`src/rtl/cookie_frame_reader.sv`:
```
// Reads one frame out of a cell grid's serial display chain and hands it to a consumer row by row.
// Optional COOKIE_FRAME_POPCOUNT_EN adds a live-cell counter output pop_count.
module cookie_frame_reader #(
  parameter  int GRID_W = 16,
  parameter  int GRID_H = 16,
  localparam int IW     = (GRID_H > 1) ? $clog2(GRID_H) : 1,
  localparam int CW     = $clog2(GRID_W + 1),
  localparam int PW     = $clog2(GRID_W * GRID_H + 1)
) (
  input  logic              clk,
  input  logic              rst,
  input  logic              start,
  output logic              disp_load,
  output logic              disp_shift_en,
  input  logic              disp_bit_in,
  output logic [GRID_W-1:0] row_data,
  output logic [IW-1:0]     row_idx,
  output logic              row_valid,
  input  logic              row_ready,
  output logic              busy,
  output logic              frame_done
`ifdef COOKIE_FRAME_POPCOUNT_EN
  ,
  output logic [PW-1:0]     pop_count
`endif
);

  typedef enum logic [2:0] {IDLE, LOAD, SHIFT, HOLD, DONE} state_t;

  state_t        state;
  logic [CW-1:0] bit_cnt;

  always_ff @(posedge clk) begin
    if (rst) begin
      state         <= IDLE;
      disp_load     <= 1'b0;
      disp_shift_en <= 1'b0;
      row_data      <= '0;
      row_idx       <= '0;
      row_valid     <= 1'b0;
      busy          <= 1'b0;
      frame_done    <= 1'b0;
      bit_cnt       <= '0;
    end else begin
      case (state)
        IDLE: if (start) begin
          state     <= LOAD;
          disp_load <= 1'b1;
          busy      <= 1'b1;
          row_idx   <= IW'(GRID_H - 1);
          bit_cnt   <= '0;
        end
        LOAD: begin
          // snapshot happens on this edge; shifting starts next cycle
          disp_load     <= 1'b0;
          disp_shift_en <= 1'b1;
          bit_cnt       <= '0;
          state         <= SHIFT;
        end
        SHIFT: begin
          row_data <= {row_data[GRID_W-2:0], disp_bit_in};
          if (bit_cnt == CW'(GRID_W - 1)) begin
            disp_shift_en <= 1'b0;
            row_valid     <= 1'b1;
            state         <= HOLD;
          end else begin
            bit_cnt <= bit_cnt + 1'b1;
          end
        end
        HOLD: if (row_ready) begin
          row_valid <= 1'b0;
          if (row_idx == '0) begin
            frame_done <= 1'b1;
            state      <= DONE;
          end else begin
            row_idx       <= row_idx - 1'b1;
            bit_cnt       <= '0;
            disp_shift_en <= 1'b1;
            state         <= SHIFT;
          end
        end
        DONE: begin
          frame_done <= 1'b0;
          busy       <= 1'b0;
          state      <= IDLE;
        end
        default: state <= IDLE;
      endcase
    end
  end

`ifdef COOKIE_FRAME_POPCOUNT_EN
  // cleared on entry to LOAD, counts every sampled live bit, holds after the frame
  always_ff @(posedge clk) begin
    if (rst)
      pop_count <= '0;
    else if (state == IDLE && start)
      pop_count <= '0;
    else if (state == SHIFT && disp_bit_in)
      pop_count <= pop_count + 1'b1;
  end
`endif

endmodule
```
`config.mk`:
```
export PLATFORM = sky130hd
export DESIGN_NAME = cookie_frame_reader
export DESIGN_NICKNAME = d
export VERILOG_FILES = /design/src/rtl/cookie_frame_reader.sv
export SDC_FILE = /design/constraint.sdc
export NUM_CORES = 1
export LEC_CHECK = 0
export CAP_MARGIN = 20
export CORE_UTILIZATION = 35
export DETAILED_ROUTE_END_ITERATION = 10
export DONT_BUFFER_PORTS = 1
export PLACE_DENSITY = 0.58
export SLEW_MARGIN = 5
export SYNTH_ARGS = -nofsm -noshare
export SYNTH_HDL_FRONTEND = slang
export SYNTH_SLANG_ARGS = --single-unit
```
`constraint.sdc`:
```
create_clock -name clk -period 2.45 [get_ports clk]
set_input_delay 0.245 -clock clk [delete_from_list [all_inputs] [get_ports clk]]
set_output_delay 0.245 -clock clk [all_outputs]
set_load 0.02 [all_outputs]
```
==> run metrics, run 1 <==
Mean Syn Cell Area=8.49 um^2; count of pins over their slew limit=0; most used cell, CP=ha_1; f_max=442 MHz; # nets final=175; worst hold slack=31.1 ps; Vias per Instance=5.23; Worst VDD drop=359 uV; setup tns final=0 ps; synth top area cells=dfxtp_1 47%, nand2_1 9.3%, a21oi_1 8.2%, a211oi_1 3.7%, ha_1 3.5%; Core Rows=22; placed cells=207; Port Buf Inserts=0; Crit Path Max Fanout=7; clk sinks=33; post-synthesis sequential area ratio=46.9%; status=finished clean; P per Cell Area=693 nW/um^2; crit-path cells=ha_1 > and3_1 > ha_1 > or2_0 > a22o_1 > a211oi_4 > mux2_4; final critical-path required period=2260 ps; First-pass DRT Iterations=4; Die Width=65.5 um; clk_lat worst skew=280 ps; top cells by instance count after synthesis=35 x nand2_1, 33 x dfxtp_1, 23 x a21oi_1; Clock Path Buffers=2; clk slew on worst S/H paths=60 ps; initial antenna violation count=0; RSZ-0062 raised after global routing=false; vias in the first global route=1071; fin crit share=92.4%; Arr. time, crit path=2430 ps; YS warnings=0; worst slew pin tran=433 ps; Mapped Area=1410 um^2; Starting DRT DRC Count=57; synthesis-stage register bit count=33; DRC errors left=0; Core ar.=3770 um^2; largest net degree at the start of global routing=37; Detailed Place HPWL=1.88 mm; Top FF cell, synth=dfxtp_1; post-route ant nets=0; first-pass GRT wire length=4.96 mm; Initial Utilization=37.4%; Slew HR=71.1%; Final Hold Viols=0; Top Family by Delay on Critical Path=compound AO/OA/AOI/OAI gates; worst path bufs/invs=0; Setup Buffers After CTS=0; Leakage Power=0.542 nW; Max Cap Viol=0; slowest CP cell=a211oi_4; post-synth top area cell=dfxtp_1; HP Class=in -> reg; routed vias=1125; cts hold-fix bufs=0; share of the synthesized area in the top cell type=46.9%; clock root cell=clkbuf_8; Crit Path Category=reg -> reg; Routed WL=2.80 mm; Layout Cells excl Fill=215; # IOs=30; critical path required time=2620 ps; H-tree depth=2; Setup-failing EPs final=0; Post-Syn Instances=166; total gr overflow=0; GR Util All Layers=15.1%; crit end category=flip-flop; CTS tree=built; wire length per cell=13.0 um; most common cell in the synthesized netlist=nand2_1; Die ar.=4290 um^2; gpl congestion=0.728; Async S/R FF share, synth=0%; antenna cells=0; Die H=65.5 um; Max Clock Skew=2.97 ps; CTS resizes=0; post-synth cell types=34; Inserted Clock Buffers=5; share of layout cells above drive strength 1=9.58%; Post-synth EDFFs=0; CP Launch Type=flip-flop; Area Overhead vs Synth=9.23%; Max stage delay on crit path=370 ps; Net Count, Synth=175
==> layout by cell type, fill, tap and decap left out, types with 3 or more instances in the layout <==
cell / Yosys / final
clkbuf_8: 0 / 5
a21oi_1: 23 / 23
buf_4: 0 / 4
inv_1: 5 / 5
nand2_1: 35 / 35
dfxtp_1: 33 / 33
mux2i_1: 3 / 3
nor2_1: 10 / 10
ha_1: 4 / 4
a211oi_1: 7 / 7
nor3_1: 8 / 8
==> power by group <==
group / switching, mW / total [mW] / internal, mW
Sequential: 0.0302 / 0.583 / 0.553
Combinational: 0.0573 / 0.0991 / 0.0418
Clock: 0.189 / 0.385 / 0.197
Total: 0.276 / 1.07 / 0.791
==> sequential cells by signal (all words and copies together), names as in the netlist <==
register / flops
row_data: 16
bit_cnt: 5
row_idx: 4
state: 3
busy: 1
disp_load: 1
disp_shift_en: 1
frame_done: 1
row_valid: 1
==> metrics by stage <==
stage               utilization [%]  setup WS, ps  power, mW  area, um^2
floorplan                         -           322      0.677        1410
global placement               38.7           244      0.691        1460
detailed placement             38.7           194      0.694        1460
CTS                            40.8           182       1.08        1540
global route                   40.8          40.3       1.13        1540
finish                         40.8           185       1.07        1540
==> kinds of logic after synthesis <==
kind of cell | after synthesis | share of synthesized area (%)
adder cells (fa/ha/maj) | 4 | 3.55
buffers and inverters | 16 | 4.70
multiplexers | 4 | 3.19
AO/OA/AOI/OAI | 36 | 15.9
AND/OR/NAND/NOR | 72 | 25.2
XOR/XNOR | 1 | 0.621
flip-flops | 33 | 46.8
==> final cells by class <==
| cell class | instances | area (um^2) |
|---|---|---|
| clock buffers | 6 | 72.6 |
| clock inverters | 2 | 10.0 |
| fillers | 378 | 2230 |
| inverters | 5 | 18.8 |
| multi-input cells | 117 | 688 |
| flip-flops and latches | 33 | 661 |
| well taps | 48 | 60.1 |
| repair buffers | 4 | 30.0 |
==> final timing paths <==
path	to	slack [ps]	startpoint	cells after the start
worst max-delay path	bit_cnt[4]$_SDFFE_PP0P_	190	bit_cnt[0]$_SDFFE_PP0P_	7
worst min-delay path	row_data[8]$_SDFFE_PP0P_	30	rst	1
worst max register to register	bit_cnt[4]$_SDFFE_PP0P_	190	bit_cnt[0]$_SDFFE_PP0P_	7
worst min register to register	bit_cnt[0]$_SDFFE_PP0P_	510	bit_cnt[0]$_SDFFE_PP0P_	2
==> metal layers <==
| layer | track usage (%) | vias up | share of wire [%] |
|---|---|---|---|
| li1 | - | 569 | - |
| met1 | 19.7 | 519 | 48 |
| met2 | 22.0 | 33 | 44 |
| met3 | 6.42 | 4 | 7.0 |
| met4 | 5.71 | 0 | 1.0 |
| met5 | 0 | - | 0 |
(Power assumes the default switching activity.)
==> inputs of run 2 (changes only) <==
- CORE_UTILIZATION: 35 -> 55
- GPL_TIMING_DRIVEN: default -> 0
- PLACE_DENSITY: 0.58 -> 0.79
==> run 2 against run 1 <==
  * Highest routed layer unchanged
  * Total power down 8.2%
  * Largest power group unchanged
  * Register-to-register slack worse by 90 ps
  * Sequential share of layout area up 1.3 points
  * Flip-flop and latch count unchanged
  * Clock power down 25%
  * Sequential power about the same
  * Combinational power up 9%
==> run metrics, run 2 (synthesized netlist as in run 1, its figures left out) <==
Core ar.=2320 um^2 (-39%); Max Clock Skew=4.49 ps (+1.52 ps); wire length per cell=14.8 um (+14%); Final Hold Viols=0 (unchanged); Logic pwr share=11.0% (+1.7 points); switching share of total power=28.4% (+2.5 points); Setup Buffers After CTS=0 (unchanged); vias in the first global route=1132 (+5.7%); total gr overflow=0 (unchanged); crit end category=flip-flop; clk_lat worst skew=320 ps (+40 ps); Core Rows=17 (-23%); sequential share of power=59.6% (+5.0 points); DRC errors left=0 (unchanged); biggest regs=row_data: 16 flops, bit_cnt: 5 flops, row_idx: 4 flops; P per Cell Area=655 nW/um^2 (-5.6%); Die H=52.6 um (-20%); hold path start=disp_bit_in; status=finished clean; Setup crit start=bit_cnt[0]$_SDFFE_PP0P_; critical path required time=2670 ps (+50 ps); first-pass GRT wire length=4.77 mm (-3.8%); CTS resizes=0 (unchanged); clock root cell=clkbuf_4; clk sinks=33 (unchanged); Detailed Place HPWL=2.15 mm (+14%); f_max=424 MHz (-3.9%); # nets final=182 (+4.0%); cts hold-fix bufs=0 (unchanged); First-pass DRT Iterations=5 (+1); clk slew on worst S/H paths=100 ps (+40 ps); # IOs=30 (unchanged); fin area=1500 um^2 (-2.8%); Clock Path Buffers=2 (unchanged); FF-to-FF Start=bit_cnt[0]$_SDFFE_PP0P_; Crit Path Category=reg -> reg; worst slew pin tran=455 ps (+21.5 ps); antenna cells=0 (unchanged); Net Switching=0.278 mW (+0.50%); CTS tree=built; Placed Instance Area=1450 um^2 (-0.86%); initial antenna violation count=0 (unchanged); Core Util, Final=64.5% (+24 points); Starting DRT DRC Count=16 (-72%); Arr. time, crit path=2580 ps (+150 ps); commonest cells after routing, fill and taps aside=35 x nand2_1, 33 x dfxtp_1, 23 x a21oi_1; gpl congestion=0.825 (+13%); H-tree depth=2 (unchanged); Die Width=52.6 um (-20%); routed vias=1193 (+6.0%); Slew HR=69.7% (-1.4 points); Inserted Clock Buffers=5 (unchanged); commonest non-fill, non-tap cell in the layout=nand2_1; count of pins over their slew limit=0 (unchanged); post-route ant nets=0 (unchanged); Crit Path Max Fanout=7 (unchanged); Initial Utilization=60.8% (+23 points); Max Cap Viol=0 (unchanged); Worst VDD drop=485 uV (+35%); Layout Cells excl Fill=202 (-6.0%); Routed WL=2.99 mm (+6.9%); Leakage Power=0.536 nW (-1.1%); largest reg by FF count=row_data; final critical-path required period=2360 ps (+92.0 ps); GR Util All Layers=23.8% (+8.7 points); Die ar.=2770 um^2 (-35%); clock group share of total power=29.4% (-6.7 points); internal power=0.702 mW (-11%); setup tns final=0 ps (unchanged); RSZ-0062 raised after global routing=false; share of layout cells above drive strength 1=9.20% (-0.39 points); Area Overhead vs Synth=6.12%; total power draw=0.980 mW (-8.2%); HP Class=in -> reg; largest net degree at the start of global routing=11 (-70%); placed cells=194 (-6.3%); Setup-failing EPs final=0 (unchanged); fin crit share=96.2% (+3.8 points); Port Buf Inserts=0 (unchanged); number of flip-flops in the largest register=16 (unchanged); Vias per Instance=5.91 (+13%); CP Launch Type=flip-flop
[run 2: cell types whose count changed in the layout (fill, tap and decap cells not counted)]
cell / change
clkbuf_1: +6
buf_2: +5
clkbuf_4: +5
clkbuf_8: -5
buf_4: -4
nor3b_1: +1
nor3b_2: -1
[run 2: power by group through the flow]
stage                     combinational, mW  sequential, mW  clock, mW
after floorplan                      0.0860           0.591          0
after detailed placement              0.108           0.596          0
after global routing                  0.121           0.585      0.315
final                                 0.108           0.583      0.288
after global placement                0.101           0.595          0
after CTS                             0.108           0.583      0.295
[run 2: through the flow]
stage / hold slack, ps / setup slack (ps)
after global placement: 384 / 192
after floorplan: 381 / 322
final: 47.5 / 93.1
after global routing: 51.6 / 37.9
after detailed placement: 390 / 116
after CTS: 34.0 / 111
[run 2: final cells by class]
type	count	area [um^2]
fill	204	822
multi-input combinational	117	683
sequential	33	661
buffer	11	47.5
clock buffer	6	41.3
tap	28	35.0
inverter	5	18.8
clock inverter	2	10.0
[run 2: path summary, 6_finish.rpt]
check	slack [ps]	cells after the start	to
worst min register to register	510	2	bit_cnt[1]$_SDFFE_PP0P_
worst max register to register	90	7	bit_cnt[4]$_SDFFE_PP0P_
worst min-delay path	50	2	row_data[0]$_SDFFE_PP0P_
worst max-delay path	90	7	bit_cnt[4]$_SDFFE_PP0P_
[run 2: critical path: stages, from the launching register on]
cell and delay (ps):
dfxtp_1 350, ha_1 230, and3_1 190, ha_1 280, or2_0 240, a22o_1 240
a211oi_4 380, mux2_4 330
[run 2: layer usage]
layer  part of all wire, %  track usage (%)
met1                    42             26.7
met2                    52             42.8
met3                   5.2             7.54
met4                  0.90             6.58
met5                     0                0
==> inputs of run 3 (changes only) <==
- CORE_MARGIN: default -> 4
==> run 3 against run 2 <==
  * Sequential share of layout area shrank 0.074 points
  * Total power is 0.41% lower
  * Worst hold slack gained 1.4 ps
  * Count of clock-buffer cells in the layout did not move
  * Maximum frequency up 1.4%
==> run metrics, run 3 (synthesized netlist as in run 1, its figures left out) <==
status=finished clean; antenna cells=0 (unchanged); vias in the first global route=1102 (-2.7%); Setup Buffers After CTS=0 (unchanged); critical path required time=2670 ps (about the same); f_max=430 MHz (+1.4%); Final Hold Viols=0 (unchanged); Area Overhead vs Synth=6.30%; gpl congestion=0.765 (-7.3%); RSZ-0062 raised after global routing=false; Leakage Power=0.536 nW (unchanged); CTS resizes=0 (unchanged); final critical-path required period=2320 ps (-33.0 ps); Slew HR=69.5% (-0.22 points); worst hold slack=48.9 ps (+1.40 ps); Starting DRT DRC Count=41 (+25); crit path capture=bit_cnt[4]$_SDFFE_PP0P_; count of pins over their slew limit=0 (unchanged); largest reg by FF count=row_data; commonest non-fill, non-tap cell in the layout=nand2_1; initial antenna violation count=0 (unchanged); # IOs=30 (unchanged); Max stage delay on crit path=390 ps (about the same); critical path depth=7 (unchanged); Routed WL=2.74 mm (-8.2%); clk slew on worst S/H paths=100 ps (about the same); crit-path cells=ha_1 > and3_1 > ha_1 > or2_0 > a22o_1 > a211oi_4 > mux2_4; CP Launch Type=flip-flop; Placed Instance Area=1450 um^2 (+0.17%); First-pass DRT Iterations=4 (-1); number of flip-flops in the largest register=16 (unchanged); slowest CP cell=a211oi_4; share of layout cells above drive strength 1=9.20% (unchanged); Detailed Place HPWL=1.95 mm (-9.4%); Initial Utilization=57.4% (-3.4 points); Die ar.=3440 um^2 (+24%); routed vias=1151 (-3.5%); Die H=58.6 um (+11%); Core ar.=2450 um^2 (+5.9%); clock root cell=clkbuf_4; biggest regs=row_data: 16 flops, bit_cnt: 5 flops, row_idx: 4 flops; worst slew pin tran=458 ps (+3.27 ps); clk sinks=33 (unchanged); CTS tree=built; HP Class=in -> reg; Crit Path Max Fanout=7 (unchanged); area occupied by multi-input gates=683 um^2 (unchanged); # fillers=223 (+9.3%); R2R Setup Slk=130 ps (+30 ps); dpl ws=139 ps (+23.5 ps); largest net degree at the start of global routing=11 (unchanged); fin area=1500 um^2 (+0.17%); most used cell, CP=ha_1; total gr overflow=0 (unchanged); Clock Path Buffers=2 (unchanged); Inserted Clock Buffers=5 (unchanged); wire length per cell=13.4 um (-9.1%); FF-to-FF Start=bit_cnt[0]$_SDFFE_PP0P_; Vias per Instance=5.64 (-4.5%); first-pass GRT wire length=4.52 mm (-5.3%); Top Family by Delay on Critical Path=compound AO/OA/AOI/OAI gates; Die Width=58.6 um (+11%); Core Util, Final=61.1% (-3.5 points); Crit Path Category=reg -> reg; fin crit share=94.9% (-1.3 points); worst reg2reg path endpoint=bit_cnt[4]$_SDFFE_PP0P_; Max Clock Skew=2.96 ps (-1.53 ps); P per Cell Area=651 nW/um^2 (-0.57%); Layout Cells excl Fill=204 (+0.99%); Arr. time, crit path=2550 ps (-30 ps); total power draw=0.976 mW (-0.41%); crit end category=flip-flop; clk_lat worst skew=320 ps (about the same); Setup crit start=bit_cnt[0]$_SDFFE_PP0P_; Max Cap Viol=0 (unchanged); H-tree depth=2 (unchanged); DRC errors left=0 (unchanged); GR Util All Layers=17.0% (-6.8 points); commonest cells after routing, fill and taps aside=35 x nand2_1, 33 x dfxtp_1, 23 x a21oi_1; Core Rows=18 (+1); cts hold-fix bufs=0 (unchanged); setup tns final=0 ps (unchanged); placed cells=196 (+1.0%); r2r worst-path depth=7 (unchanged); Setup-failing EPs final=0 (unchanged); Worst VDD drop=399 uV (-18%); FF+latch area=661 um^2 (unchanged); post-route ant nets=0 (unchanged); post-route setup slack=126 ps (+33.0 ps); hold path start=disp_bit_in; # nets final=182 (unchanged); worst path bufs/invs=0 (unchanged); Port Buf Inserts=0 (unchanged)
run 3: cell counts in the layout (fill, tap and decap cells not counted):
No cell type changed its count.
run 3: area by class of cell:
type | instances | share of cell area [%]
Tap cell | 30 | 2.50
Clock inverter | 2 | 0.668
Buffer | 11 | 3.17
Inverter | 5 | 1.25
Multi-Input combinational cell | 117 | 45.6
Sequential cell | 33 | 44.1
Clock buffer | 6 | 2.75
run 3: report_power, final:
part / internal [mW] / switching (mW)
clock network: 0.109 / 0.179
logic: 0.0398 / 0.0654
registers: 0.552 / 0.0300
total: 0.701 / 0.274
run 3: worst min-delay path by stage:
stage | to | slack [ps] | cells after the start
floorplan | row_data[0]$_SDFFE_PP0P_ | 380 | 2
global placement | row_data[0]$_SDFFE_PP0P_ | 380 | 2
detailed placement | row_data[0]$_SDFFE_PP0P_ | 390 | 2
CTS | row_data[0]$_SDFFE_PP0P_ | 40 | 2
global route | row_data[0]$_SDFFE_PP0P_ | 60 | 2
finish | row_data[0]$_SDFFE_PP0P_ | 50 | 2
run 3: worst reg2reg max path, delay by kind of cell (launching register included):
family / cells / cell delay [ps]
mux: 1 / 330
fa+ha+maj: 2 / 510
flops: 1 / 360
simple gates: 2 / 420
compound gates: 2 / 620
run 3: layer usage:
layer	global-route usage [%]	vias to the layer above	share of wire, %
li1	-	588	-
met1	19.5	524	43
met2	27.6	34	47
met3	7.02	5	8.5
met4	8.09	0	1.3
met5	0	-	0
